===== config.mk =====
export PLATFORM = sky130hd
export DESIGN_NAME = control
export DESIGN_NICKNAME = d
export VERILOG_FILES = /design/src/rtl/control.sv
export SDC_FILE = /design/constraint.sdc
export NUM_CORES = 1
export LEC_CHECK = 0
export ABC_AREA = 1
export BUFFER_PORTS_ARGS = -buffer_cell sky130_fd_sc_hd__buf_4
export CAP_MARGIN = 40
export CORE_MARGIN = 2
export CORE_UTILIZATION = 36
export CTS_BUF_LIST = sky130_fd_sc_hd__clkbuf_16
export DETAILED_ROUTE_END_ITERATION = 7
export PLACE_DENSITY = 0.79
export SETUP_SLACK_MARGIN = 0.05
export SLEW_MARGIN = 30
export SYNTH_ARGS = -nofsm -noshare
export SYNTH_HDL_FRONTEND = slang
export SYNTH_SLANG_ARGS = --single-unit

===== constraint.sdc =====
create_clock -name clk -period 1.4 [get_ports clk]
set_input_delay 0.14 -clock clk [delete_from_list [all_inputs] [get_ports clk]]
set_output_delay 0.14 -clock clk [all_outputs]
set_load 0.03 [all_outputs]

===== src/rtl/control.sv =====
// Main instruction decoder: turns a 32-bit instruction word into one registered
// control bundle for the datapath. Anything it does not recognise decodes to a NOP.
module control (
  input  logic        clk,
  input  logic        rst_n,
  input  logic [31:0] instruction,
  output logic [31:0] out
);

  localparam logic [5:0] OP_RGRP  = 6'b001111;
  localparam logic [5:0] OP_LW    = 6'b010000;
  localparam logic [5:0] OP_SW    = 6'b010001;

  localparam logic [5:0] FN_ADD   = 6'b100000;
  localparam logic [5:0] FN_SUB   = 6'b100010;
  localparam logic [5:0] FN_AND   = 6'b100100;
  localparam logic [5:0] FN_OR    = 6'b100101;
  localparam logic [5:0] FN_MUL   = 6'b110010;

  localparam logic [1:0] ALU_ADD  = 2'b00;
  localparam logic [1:0] ALU_SUB  = 2'b01;
  localparam logic [1:0] ALU_AND  = 2'b10;
  localparam logic [1:0] ALU_OR   = 2'b11;

  logic [5:0]  op;
  logic [5:0]  funct;
  logic [4:0]  rs;
  logic [4:0]  rt;
  logic [4:0]  rd;

  logic        legal;
  logic        extend_ctrl;
  logic        mul_ctrl;
  logic        wr_reg_file;
  logic        wr;
  logic        mux_wb;
  logic        mux_reg;
  logic        mux_alu;
  logic [1:0]  alu_ctrl;
  logic [4:0]  rd_sel;

  logic [31:0] out_d;
  logic [31:0] out_q;

  assign op    = instruction[31:26];
  assign rs    = instruction[25:21];
  assign rt    = instruction[20:16];
  assign rd    = instruction[15:11];
  assign funct = instruction[5:0];

  always_comb begin
    legal       = 1'b0;
    extend_ctrl = 1'b0;
    mul_ctrl    = 1'b0;
    wr_reg_file = 1'b0;
    wr          = 1'b0;
    mux_wb      = 1'b0;
    mux_reg     = 1'b0;
    mux_alu     = 1'b0;
    alu_ctrl    = ALU_ADD;
    rd_sel      = 5'd0;

    case (op)
      OP_RGRP: begin
        wr_reg_file = 1'b1;
        mux_reg     = 1'b1;
        rd_sel      = rd;
        legal       = 1'b1;
        case (funct)
          FN_ADD:  alu_ctrl = ALU_ADD;
          FN_SUB:  alu_ctrl = ALU_SUB;
          FN_AND:  alu_ctrl = ALU_AND;
          FN_OR:   alu_ctrl = ALU_OR;
          FN_MUL:  mul_ctrl = 1'b1;
          default: legal    = 1'b0;
        endcase
      end
      OP_LW: begin
        legal       = 1'b1;
        extend_ctrl = 1'b1;
        wr_reg_file = 1'b1;
        mux_wb      = 1'b1;
        mux_alu     = 1'b1;
      end
      OP_SW: begin
        legal       = 1'b1;
        extend_ctrl = 1'b1;
        wr          = 1'b1;
        mux_alu     = 1'b1;
      end
      default: legal = 1'b0;
    endcase

    // Illegal encodings (including X/Z in simulation) collapse to an all-zero NOP.
    out_d = 32'h0;
    if (legal) begin
      out_d = {8'h00, extend_ctrl, mul_ctrl, rs, rt, rd_sel,
               wr_reg_file, wr, mux_wb, mux_reg, mux_alu, alu_ctrl};
    end
  end

  always_ff @(posedge clk or negedge rst_n) begin
    if (!rst_n) begin
      out_q <= 32'h0;
    end else begin
      out_q <= out_d;
    end
  end

  assign out = out_q;

endmodule


Word level (Yosys, flattened, before mapping)
Index checks and enable logic that the tools add are counted.
{"block": "op_classes", "eq_ne": 8, "mux": 13, "n_reduce_logical": 3}
{"cell": "$eq 6x6->1 const B", "count": 5}
{"cell": "$mux 24", "count": 1}
{"cell": "$eq 6x5->1 const B", "count": 2}
{"cell": "$mux 1", "count": 8}
{"cell": "$eq 6x4->1 const B", "count": 1}
{"cell": "$pmux 2 s3", "count": 1}
{"cell": "$mux 5", "count": 1}
{"cell": "$reduce_or 5->1", "count": 1}
{"cell": "$reduce_or 2->1", "count": 2}
{"cell": "$mux 2", "count": 1}
{"cell": "$pmux 1 s2", "count": 1}
{"block": "word_totals", "reg_bits": 32, "out_inout_bits": 32}

Longest topological paths before layout
Gate-level depths: netlist (run 1).
{"block": "depth", "word_depth": 5, "ltp_mapped": 7, "ltp_nobuf": 6}

Worst setup path before layout (run 1)
OpenSTA, ideal clock, no wires.
{"block": "synth_path", "path_kind": "input port to flip-flop", "startpoint": "input instruction[31]", "endpoint": "register out_q[12] (netlist: out[12])", "arrival_ps": 785, "path_slack_ps": 542, "path_stages": 5, "path_buffers": 1, "cell_sequence": "or2_1 > nor2_2 > nand2_2 > buf_6 > a21oi_2"}
{"block": "synth_via", "elab_chain_len": 4, "word_cells_on_any_way": 6, "cone_classes": "eq/ne (3); mux (2); reduce/logical (1)"}
{"element": "start: declaration", "line": "6", "rtl": "input logic [31:0] instruction,"}
{"element": "$eq 6x5->1", "line": "63", "rtl": "case (op)"}
{"element": "$reduce_or 2->1 (no line)"}
{"element": "$pmux 1 s2 *", "line": "63"}
{"element": "$mux 24 *", "line": "96", "rtl": "if (legal) begin"}
{"element": "net out_d[12]", "line": "42", "rtl": "logic [31:0] out_d;"}
{"element": "end signal: assignment", "line": "106", "rtl": "out_q <= out_d;"}
{"element": "end: declaration", "line": "43", "rtl": "logic [31:0] out_q;"}
Mark *: on every way through the listed nets, which the timed path passes. The rest lies on a longest branch.

Worst setup path in the final report (run 1)
{"block": "layout_path", "startpoint": "input instruction[2]", "endpoint": "register out_q[10] (netlist: out[10])"}
{"block": "layout_via", "elab_chain_len": 5, "word_cells_on_any_way": 9, "cone_classes": "eq/ne (5); mux (3); reduce/logical (1)"}
{"element": "$eq 6x6->1", "line": "69", "rtl": "case (funct)"}
{"element": "$reduce_or 5->1 (no line) *"}
{"element": "$mux 1 *", "line": "69"}
{"element": "$pmux 1 s2 *", "line": "63"}
{"element": "$mux 24 *", "line": "96"}
{"element": "net out_d[10]", "line": "42"}
Marks and branches as above.

==> impl_summary.log, run 1 <==
INFO  metric finalWirelength = about 2000 µm
INFO  metric worstHoldPathType = in -> reg
INFO  metric clkTransAtPathRegs = 50 ps
INFO  metric number_of_standard_cell_rows_in_the_floorplan = 19
INFO  metric synth_area = roughly 1000 µm²
INFO  metric ys_seq_area_share = 55.7%
INFO  metric synth-edff-count = 0
INFO  metric cts_tree = done
INFO  metric route.antenna.remaining_nets = 0
INFO  metric cell_type_with_the_largest_total_area_after_synthesis = dfrtp_1
INFO  metric antennaDiodeCount = 0
INFO  metric synth_cells = 100
INFO  metric largest_reg_flops = 23
INFO  metric gp_congestion = around 0.7
INFO  metric grt_util_all_layers = around 12%
INFO  metric nets = 188
INFO  metric worst_setup_path_start_kind = primary input
INFO  metric synth.distinct_cells = 19
INFO  metric cts_root_buf = clkbuf_16
INFO  metric crit_arrival = approximately 1100 ps
INFO  metric run_status = completed
INFO  metric grt_antenna_before_repair = 0
INFO  metric yosys_warnings = 0
INFO  metric drc = 0
INFO  metric postSynth.asyncResetShare = 100%
INFO  metric max_clock_freq = around 1000 MHz
INFO  metric gr-total-overflow = 0
INFO  metric report.final.setup_viol = 0
INFO  metric max-slew-margin-rel = 66.5%
INFO  metric slowest_cell_on_the_critical_path = nand2_2
INFO  metric largest_net_degree_at_the_start_of_global_routing = 24
INFO  metric synth.avg_cell_area = 10.3 µm²
INFO  metric placed_cell_area = approximately 1400 µm²
INFO  metric post_cts_buffers = 0
INFO  metric yosys-top-cells-area = dfrtp_1 56%, inv_1 8.7%, a21oi_2 8.5%, buf_4 7.3%, nor2_1 2.9%
INFO  metric ios = 66
INFO  metric finalHoldViolations = 0
INFO  metric final.period_utilization = about two thirds
INFO  metric hpwl = between 1500 and 2000 µm
INFO  metric stage_delay_of_the_slowest_cell_on_the_critical_path = slightly below 300 ps
INFO  metric critical_path.n_buffers_inverters = 1
INFO  metric floorplan.die_area = between 3000 and 4000 µm²
INFO  metric pwr_density_cell = between 900 and 1000 nW/µm²
INFO  metric die_width = about 58 µm
INFO  metric critical_path_peak_fanout = 20
INFO  metric cp_top_family = simple AND/OR/NAND/NOR gates
INFO  metric die_h = 57.6 µm
INFO  metric cts.sink_count = 23
INFO  metric critical_path.cell_chain = buf_4 > nor2_2 > nand3_1 > nand3_2 > nand2_2 > nor2_1
INFO  metric main_flop_type_after_synthesis = dfrtp_1
INFO  metric yosys.area.top_type_share = 55.7%
INFO  metric cts_repair_resize_count = 0
INFO  metric peakVddDrop = between 0.8 and 0.9 mV
INFO  metric htree_levels = 1
INFO  metric setup_repair_after_global_routing_missed_its_margin = no
INFO  metric vias = 797
INFO  metric wl_per_cell = approximately 11 µm
INFO  metric drt-initial-drc-count = 13
INFO  metric start_util = between 30% and 40%
INFO  metric worst_hold_slack = 112 ps
INFO  metric finish.instance_area = 1490 µm²
INFO  metric quantity_of_i_o_buffers_inserted_on_ports = between 50 and 60
INFO  metric drv_slew = 0
INFO  metric first_global_vias = between 700 and 800
INFO  metric drt_pre_antenna_iters = 3
INFO  metric core = approximately 2700 µm²
INFO  metric layout-area-overhead-vs-synth = 44.1%
INFO  metric yosysMostFrequentCell = inv_1
INFO  metric cts_inserted_buffers = 3
INFO  metric via_per_inst = around 4.3
INFO  metric worstPathRequired = 1560 ps
INFO  metric grt_first_pass_wirelength = approximately 3200 µm
INFO  metric end_kind = flop
INFO  metric crit_type = in -> reg
INFO  metric cts_hold_buffers = 1
INFO  metric max-clock-path-buffers = 2
INFO  metric synth_common_cells = 24 x inv_1, 23 x dfrtp_1, 10 x a21oi_2, 10 x buf_4, 8 x nor2_1
INFO  metric number_of_synthesized_register_bits = 23
INFO  metric max_slew.worst_pin.slew = 501 ps
INFO  metric maxCapViolCount = 0
INFO  metric cellLeakagePower = 0.886 nW
INFO  metric totalNegativeSetupSlack = 0 ps
INFO  metric min_period = 957 ps
INFO  metric fraction_of_layout_instances_using_a_drive_strength_above_1 = between 50% and 60%
cells in the final DEF, fill, tap and decap left out:
master and instances:
a21oi_2 10, conb_1 8, clkinv_2 1, inv_1 24, nor3_2 1, or2_1 1
clkbuf_16 3, nor2_2 4, and3_1 1, nand3_2 2, buf_4 53, dfrtp_1 23
inv_2 1, a21oi_4 1, dlygate4sd3_1 1, nor2_1 8, nand2_2 1, nand2_1 3
nand4_1 2, nand3_1 4, nor2_4 1
metrics by stage:
| stage | std cells | setup WS (ps) | total power, mW | utilization (%) |
|---|---|---|---|---|
| 2_1_floorplan | 107 | 542 | 0.777 | - |
| 3_3_place_gp | 179 | 205 | 0.845 | 51.2 |
| 3_5_place_dp | 179 | 174 | 0.851 | 51.2 |
| 4_1_cts | 184 | 417 | 1.45 | 54.5 |
| 5_1_grt | 184 | 339 | 1.49 | 54.5 |
| 6_report | 184 | 443 | 1.43 | 54.5 |
where the power goes:
part           switching [mW]  total, mW  leakage (nW)  internal [mW]
Combinational          0.0971      0.169         0.525         0.0722
Sequential            0.00136      0.671         0.321          0.669
Clock                   0.206      0.589        0.0409          0.383
cells by family after synthesis:
kind of cell	synth area share (%)
buffers and inverters	18.5
AO/OA/AOI/OAI	10.0
flip-flops	55.7
other	0.363
AND/OR/NAND/NOR	15.4
layer usage:
layer | routed length, µm | share of wire (%) | track usage [%]
met5 | 0 | 0 | 0
met3 | 232 | 12 | 2.95
met4 | 42 | 2.1 | 6.98
met1 | 734 | 37 | 14.4
met2 | 953 | 49 | 21.1
final timing paths:
kind                                  from  slack, ps                 to  cells past startpoint
max                         instruction[2]        440  out[10]$_DFF_PN0_                      6
min                        instruction[13]        110   out[9]$_DFF_PN0_                      3
max in group asynchronous            rst_n        870   out[9]$_DFF_PN0_                      2
min in group asynchronous            rst_n        310  out[17]$_DFF_PN0_                      2
layout make-up:
cell class | count | area, µm²
clock inverters | 1 | 5.00
fillers | 223 | 1240
multi-input cells | 47 | 293
inverters | 25 | 93.8
well taps | 31 | 38.8
repair buffers | 54 | 408
clock buffers | 3 | 75.1
flip-flops and latches | 23 | 576
No activity file was read; power rests on OpenSTA's default activity.
==> run 2: changes to the inputs <==
Clock period 1.4 ns to 1 ns, I/O delays scaled along.
==> run 2 against run 1 <==
Against the previous run: sequential share of layout area shrank 0.80 points; via count shrank 3.6%; clock power grew 38%; sequential power grew 40%; sequential cell count is the same; hold slack lost 45 ps; design area grew 2.1%; routed wire length shrank 1.9%; die area is the same; critical path depth shrank 5; highest routed layer unchanged.
==> impl_summary.log, run 2 (synthesis gave the netlist of run 1 again) <==
INFO  metric first_global_vias = 694
INFO  metric largest_reg_flops = 23
INFO  metric floorplan.die_area = about 3300 µm²
INFO  metric critical_path.cell_chain = buf_4
INFO  metric vias = between 700 and 800
INFO  metric drv_slew = 0
INFO  metric fraction_of_layout_instances_using_a_drive_strength_above_1 = about half
INFO  metric quantity_of_i_o_buffers_inserted_on_ports = 52
INFO  metric cts_inserted_buffers = 3
INFO  metric cellInternalPower = between 1.5 and 2 mW
INFO  metric hpwl = 1480 µm
INFO  metric net-switching-power = between 0.4 and 0.5 mW
INFO  metric drt-initial-drc-count = 22
INFO  metric crit_arrival = slightly above 800 ps
INFO  metric critical_path.n_buffers_inverters = 1
INFO  metric cts.sink_count = 23
INFO  metric power.total = 1.99 mW
INFO  metric maxCapViolCount = 0
INFO  metric drt_pre_antenna_iters = 4
INFO  metric max-clock-path-buffers = 2
INFO  metric crit_type = reg -> out
INFO  metric cellLeakagePower = 0.905 nW
INFO  metric cts_tree = done
INFO  metric seq_power_share = approximately 47%
INFO  metric die_h = approximately 58 µm
INFO  metric count_of_fill_cells_added_during_filler_insertion = 226
INFO  metric route.antenna.remaining_nets = 0
INFO  metric grt_antenna_before_repair = 0
INFO  metric cts_root_buf = clkbuf_16
INFO  metric stage_delay_of_the_slowest_cell_on_the_critical_path = 380 ps
INFO  metric core = between 2000 and 3000 µm²
INFO  metric post_cts_buffers = 0
INFO  metric holdPathEnd = out[8]$_DFF_PN0_
INFO  metric clkTransAtPathRegs = 50 ps
INFO  metric gp_congestion = a little over 0.7
INFO  metric worst_hold_slack = about 67 ps
INFO  metric number_of_standard_cell_rows_in_the_floorplan = 19
INFO  metric grt_first_pass_wirelength = ~3000 µm
INFO  metric ios = 66
INFO  metric p_clk_share = approximately two fifths
INFO  metric run_status = completed
INFO  metric finalHoldViolations = 0
INFO  metric die_width = 57.6 µm
INFO  metric slowest_cell_on_the_critical_path = dfrtp_1
INFO  metric p_comb_share = about an eighth
INFO  metric via_per_inst = just over 4
INFO  metric layout-area-overhead-vs-synth = 47.1%
INFO  metric htree_levels = 1
INFO  metric layout_commonest_cell = buf_4
INFO  metric finalWirelength = 1930 µm
INFO  metric grt_util_all_layers = between 10% and 20%
INFO  metric worstHoldPathType = in -> reg
INFO  metric critical_path_peak_fanout = 2
INFO  metric final.period_utilization = between 90% and 100%
INFO  metric worstPathRequired = about 900 ps
INFO  metric cp_top_family = flip-flops
INFO  metric min_period = 905 ps
INFO  metric peakVddDrop = about 1.3 mV
INFO  metric report.final.setup_viol = 0
INFO  metric totalNegativeSetupSlack = 0 ps
INFO  metric gr-total-overflow = 0
INFO  metric final_core_util = approximately 56%
INFO  metric worst_hold_path.num_cells = 3
INFO  metric largest_net_degree_at_the_start_of_global_routing = 24
INFO  metric end_kind = primary output
INFO  metric worst_setup_path_start_kind = flop
INFO  metric nets = ~190
INFO  metric hp-start = instruction[12]
INFO  metric antennaDiodeCount = 0
INFO  metric pwr_density_cell = around 1300 nW/µm²
INFO  metric start_util = a little under two fifths
INFO  metric most-common-layout-cells = 52 x buf_4, 25 x inv_1, 23 x dfrtp_1
INFO  metric wl_per_cell = about 10 µm
INFO  metric max_clock_freq = roughly 1100 MHz
INFO  metric setup_repair_after_global_routing_missed_its_margin = no
INFO  metric switching_share = 21.1%
INFO  metric drc = 0
run 2: per-stage QoR:
step           cells  area (µm²)  worst slack [ps]
2_1_floorplan    107        1060               182
3_3_place_gp     180        1430              24.2
3_5_place_dp     180        1430             -12.7
4_1_cts          185        1520              86.3
5_1_grt          185        1520              75.1
6_report         185        1520              94.7
run 2: cell type report:
cell class                      instances  area (µm²)  share of cell area, %
Tap cell                               31        38.8                   2.55
Clock inverter                          1        3.75                  0.247
Clock buffer                            3        75.1                   4.94
Timing Repair Buffer                   55         440                   29.0
Sequential cell                        23         576                   37.9
Multi-Input combinational cell         47         293                   19.3
Inverter                               25        93.8                   6.17
run 2: per-layer routing:
layer / track usage, % / share of wire (%) / wire [µm]
met5: 0 / 0 / 0
met2: 21.1 / 49 / 947
met3: 2.49 / 11 / 209
met1: 13.8 / 38 / 737
met4: 6.98 / 1.6 / 31
run 2: repair_timing:
item / CTS / global route
endpoints found under the hold margin: 23 / 0
resized for setup: 0 / 0
setup endpoints to repair: 0 / 0
hold buffers: 1 / 0
run 2: power by group through the flow:
stage          Clock (mW)  Sequential, mW  Combinational [mW]
5_1_grt             0.879           0.939               0.262
6_report            0.815           0.939               0.239
2_1_floorplan           0           0.969               0.119
3_5_place_dp            0           0.956               0.237
3_3_place_gp            0           0.956               0.230
4_1_cts             0.849           0.939               0.241
run 2: worst max-delay path by stage:
stage                   endpoint  cells after the start             start  slack, ps
3_3_place_gp   out[12]$_DFF_PN0_                      6   instruction[31]         20
2_1_floorplan  out[12]$_DFF_PN0_                      5   instruction[31]        180
4_1_cts                  out[23]                      1  out[2]$_DFF_PN0_         90
5_1_grt                  out[23]                      1  out[2]$_DFF_PN0_         80
6_report                 out[23]                      1  out[2]$_DFF_PN0_         90
3_5_place_dp   out[21]$_DFF_PN0_                      7    instruction[2]        -10
